<file path="src/rtl/main_if.sv">
// Button-side bus of the debouncer: the raw pin level and the
// debounced output level.
`timescale 1ns/1ps

interface main_if;
    logic BTNC;
    logic stableSignal;

    modport master (
        output BTNC,
        input  stableSignal
    );

    modport slave (
        input  BTNC,
        output stableSignal
    );
endinterface

</file>
<file path="src/rtl/main.sv">
// Counter-based push-button debouncer for the 100 MHz domain.
// Define DEBOUNCE_SYNC_EN to insert a two-flop input synchronizer.
`timescale 1ns/1ps

module main #(
    parameter int DEBOUNCE_CYCLES = 1000
) (
    input  logic  CLK100MHZ,
    input  logic  BTNU,
    main_if.slave bus
);
    localparam int W = $clog2(DEBOUNCE_CYCLES + 1);
    localparam logic [W-1:0] LAST = W'(DEBOUNCE_CYCLES - 1);

    logic         sample;
    logic         stable;
    logic [W-1:0] count;

`ifdef DEBOUNCE_SYNC_EN
    logic [1:0] sync;

    always_ff @(posedge CLK100MHZ or negedge BTNU) begin
        if (!BTNU) begin
            sync <= '0;
        end else begin
            sync <= {sync[0], bus.BTNC};
        end
    end

    assign sample = sync[1];
`else
    assign sample = bus.BTNC;
`endif

    // Any agreeing sample discards the run; no partial credit.
    always_ff @(posedge CLK100MHZ or negedge BTNU) begin
        if (!BTNU) begin
            stable <= 1'b0;
            count  <= '0;
        end else if (sample == stable) begin
            count <= '0;
        end else if (count == LAST) begin
            stable <= sample;
            count  <= '0;
        end else begin
            count <= count + 1'b1;
        end
    end

    assign bus.stableSignal = stable;
endmodule

</file>
<file path="src/flat_wrapper.sv">
// flat-port wrapper written by rule: the top's interface ports become plain ports
module main_flat 
#(
    parameter int DEBOUNCE_CYCLES = 1000
)
  (CLK100MHZ, BTNU, bus_BTNC, bus_stableSignal);
  main_if bus_i ();
  input  logic CLK100MHZ;
  input  logic BTNU;
  input wire logic [$bits(bus_i.BTNC)-1:0] bus_BTNC;
  output wire logic [$bits(bus_i.stableSignal)-1:0] bus_stableSignal;
  assign bus_i.BTNC = bus_BTNC;
  assign bus_stableSignal = bus_i.stableSignal;
  main #(.DEBOUNCE_CYCLES(DEBOUNCE_CYCLES)) u_core (.CLK100MHZ(CLK100MHZ), .BTNU(BTNU), .bus(bus_i));
endmodule
</file>
<file path="config.mk">
export PLATFORM = sky130hd
export DESIGN_NAME = main_flat
export DESIGN_NICKNAME = d
export VERILOG_FILES = /design/src/rtl/main_if.sv /design/src/rtl/main.sv /design/src/flat_wrapper.sv
export SDC_FILE = /design/constraint.sdc
export NUM_CORES = 1
export LEC_CHECK = 0
export CAP_MARGIN = 30
export CORE_MARGIN = 2
export CORE_UTILIZATION = 38
export CTS_BUF_LIST = sky130_fd_sc_hd__clkbuf_16
export DETAILED_ROUTE_END_ITERATION = 10
export SKIP_LAST_GASP = 1
export SYNTH_ARGS = -nofsm -noshare
export SYNTH_HDL_FRONTEND = slang
export SYNTH_SLANG_ARGS = --single-unit
</file>
<file path="constraint.sdc">
create_clock -name CLK100MHZ -period 1.6 [get_ports CLK100MHZ]
set_input_delay 0.32 -clock CLK100MHZ [delete_from_list [all_inputs] [get_ports CLK100MHZ]]
set_output_delay 0.32 -clock CLK100MHZ [all_outputs]
set_load 0.005 [all_outputs]
</file>
==> run_results.csv, run 1 <==
group,metric,value,unit
timing,min_period_over_period,0.927,
power_and_ir_drop,combPwrFrac,0.089,
power_and_ir_drop,p_int,0.666,mW
timing,clock.fmax,674,MHz
setup_path,cp.arrival,1.60,ns
setup_path,critPathMaxFanout,4,
clock_network,hold_buffers,0,
yosys,yosysWarnings,0,
floorplan,fp.dieW,42.3,um
clock_network,root_buffer,"clkbuf_16",
routing,vias_per_cell,5.63,
power_and_ir_drop,total_leakage_power,0.290,nW
setup_path,cpPeakStageDelay,0.61,ns
yosys,synth-edff-count,0,
yosys,synth_top_flop_cell,"dfrtp_1",
setup_path,critical-path-slowest-cell,"or4bb_2",
clock_network,clkLatencyLatePin,0.24,ns
power_and_ir_drop,sw_frac_of_total,0.215,
routing,drtPass1Iterations,4,
job,cap_violations,0,
yosys,netlist_area,557,um^2
setup_path,cp_cell_sequence,"ha_1, or4bb_2, o211ai_1, a31oi_1",
timing,slew_headroom,0.668,
setup_path,required,1.72,ns
global_routing,antenna_found_initial,0,
timing,grt_setup_unrepaired,"false",
clock_network,cts_tree,"built",
timing,fin_worst_skew,0.00175,ns
setup_path,crit_start,"u_core.count[1]",
place,gp_congestion,0.693,
floorplan,start_util,0.417,
global_routing,grtUsageTotal,0.146,
power_and_ir_drop,total_power,0.848,mW
timing,drv_slew,0,
timing,setup_tns,0,ns
yosys,syn-num-nets,57,
clock_network,clk_pin_slew,0.04,ns
clock_network,cts_setup_buffers,0,
power_and_ir_drop,peakVddDrop,0.693,mV
place,placed_area,628,um^2
routing,drt_iter0_markers,10,
final_layout,finalNetCount,68,
clock_network,cts_sinks,11,
floorplan,die-area,0.00179,mm^2
clock_network,clock_tree.buffer_depth,2,
global_routing,overflow,0,
routing,routed_wl,1070,um
final_layout,area_delta_synth_final,27.0,%
routing,vias,439,
clock_network,htree_levels,1,
routing,remaining_drc_errors,0,
routing,routedWlPerCell,13.7,um
setup_path,r2r_start,"u_core.count[1]",
timing,tightest_slew,0.496,ns
yosys,async_flop_share,1.00,
timing,setup_viol,0,
timing,fin_crit,1.48,ns
setup_path,criticalPathCategory,"flip-flop to flip-flop",
floorplan,io_pins,4,
yosys,yosys.cell_types.count,26,
yosys,syn_inst,53,
min_path,hp-class,"input port to asynchronous set/reset pin",
power_and_ir_drop,p_switching,0.183,mW
final_layout,stdcell_area,707,um^2
global_routing,grt_pass1_wl,1870,um
yosys,syn_avg_cell_area,10.5,um^2
timing,hold_violations,0,
global_routing,grt_start_max_net_pins,12,
yosys,seq_area_frac_synth,0.494,
floorplan,core_region_area,0.00133,mm^2
place,portBuffers,3,
global_routing,grt_pass1_vias,397,
final_layout,diodes,0,
setup_path,worst_setup_path_end_kind,"flip-flop",
power_and_ir_drop,power_density,1200,mW/mm^2
final_layout,drive_above_1_share,0.206,
clock_network,cts.repair.resized,0,
clock_network,cts_buffers,3,
floorplan,rows,13,
setup_path,crit_path_start_kind,"flip-flop",
outcome,outcome,"finished clean",
power_and_ir_drop,clkPwrFrac,0.536,
routing,antenna_left,0,
yosys,ys_seq_elements,11,
floorplan,fp.dieH,42.3,um
power_and_ir_drop,power_frac_seq,0.375,
-- through the flow --
stage	setup WS [ns]	hold WS, ns	util	std cells
floorplan	0.0862	0.0244	-	53
global placement	0.133	0.521	0.471	74
detailed placement	0.108	0.525	0.471	74
CTS	0.106	0.431	0.530	78
global route	0.0346	0.467	0.530	78
finish	0.117	0.417	0.530	78
-- kinds of logic (layout without fill, tap and decap cells) --
logic type               Yosys count  in the layout  share of synthesized area
flip-flops                        11             11                      0.494
AND/OR/NAND/NOR                   23             23                      0.254
XOR/XNOR                           4              4                     0.0629
buffers and inverters              2             12                     0.0135
multiplexers                       1              1                     0.0202
AO/OA/AOI/OAI                     11             11                      0.133
adder cells (fa/ha/maj)            1              1                     0.0225
-- registers in the layout, summed over array words and instances, names as in the netlist --
register                 flops
u_core.count                10
u_core.bus.stableSignal      1
-- cell usage after synthesis (all sizes together) (2+ instances only) --
master | instances | area [um^2]
or4 | 2 | 15.0
xnor2 | 2 | 17.5
or3 | 2 | 13.8
nand3 | 5 | 30.0
inv | 2 | 7.51
nor2 | 5 | 18.8
o21ai | 2 | 10.0
dfrtp | 11 | 275
nand4 | 2 | 12.5
xor2 | 2 | 17.5
a21oi | 3 | 15.0
nand2 | 3 | 11.3
-- area by class of cell --
type                    count  area [um^2]
clock buffers               3         75.1
flip-flops and latches     11          275
multi-input cells          40          274
well taps                  15         18.8
clock inverters             1         3.75
inverters                   2         7.51
fillers                   122          627
repair buffers              6         52.6
-- worst max-delay path, delay by kind of cell, from the launching register on --
kind | cells | cell delay, ns
AND/OR/NAND/NOR | 1 | 0.61
AO/OA/AOI/OAI | 2 | 0.21
adder cells (fa/ha/maj) | 1 | 0.20
flip-flops | 1 | 0.35
-- cells in the final DEF, fill, tap and decap left out, drive strengths merged, types with 3 or more instances in the layout --
| master | instances |
|---|---|
| clkdlybuf4s50 | 3 |
| nor2 | 5 |
| clkbuf | 3 |
| buf | 3 |
| inv | 3 |
| dfrtp | 11 |
| nand3 | 5 |
| a21oi | 3 |
| nand2 | 3 |
-- power groups by stage --
stage / sequential, mW / combinational [mW] / clock, mW
after floorplan: 0.319 / 0.0403 / 0
after global placement: 0.321 / 0.0759 / 0
after detailed placement: 0.321 / 0.0766 / 0
after CTS: 0.318 / 0.0777 / 0.464
after global routing: 0.323 / 0.0864 / 0.474
final: 0.318 / 0.0757 / 0.454
-- per-layer routing --
| layer | vias to the layer above | routed length (um) | track usage | share of wire |
|---|---|---|---|---|
| li1 | 222 | - | - | - |
| met1 | 203 | 522 | 0.206 | 0.49 |
| met2 | 9 | 461 | 0.182 | 0.43 |
| met3 | 5 | 57 | 0.0517 | 0.053 |
| met4 | 0 | 29 | 0.0938 | 0.027 |
| met5 | - | 0 | 0 | 0 |
-- final timing paths --
kind	end	depth (start not counted)	slack [ns]
setup / recovery	u_core.count[9]	4	0.12
hold / removal	u_core.count[8]	1	0.42
setup reg to reg	u_core.count[9]	4	0.12
hold reg to reg	u_core.count[0]	2	0.53
max in group asynchronous	u_core.count[3]	1	0.85
min in group CLK100MHZ	u_core.count[0]	2	0.53
Note: power is estimated with default switching activity, not from simulation.
==> run 2: changes to the inputs <==
--- a/config.mk
+++ b/config.mk
@@ -9,8 +9,8 @@
 export CORE_MARGIN = 2
 export CORE_UTILIZATION = 38
 export CTS_BUF_LIST = sky130_fd_sc_hd__clkbuf_16
+export CTS_CLUSTER_DIAMETER = 200
 export DETAILED_ROUTE_END_ITERATION = 10
-export SKIP_LAST_GASP = 1
 export SYNTH_ARGS = -nofsm -noshare
 export SYNTH_HDL_FRONTEND = slang
 export SYNTH_SLANG_ARGS = --single-unit
==> results of run 2 <==
No change in the layout: final DEF, timing and power equal those of run 1.
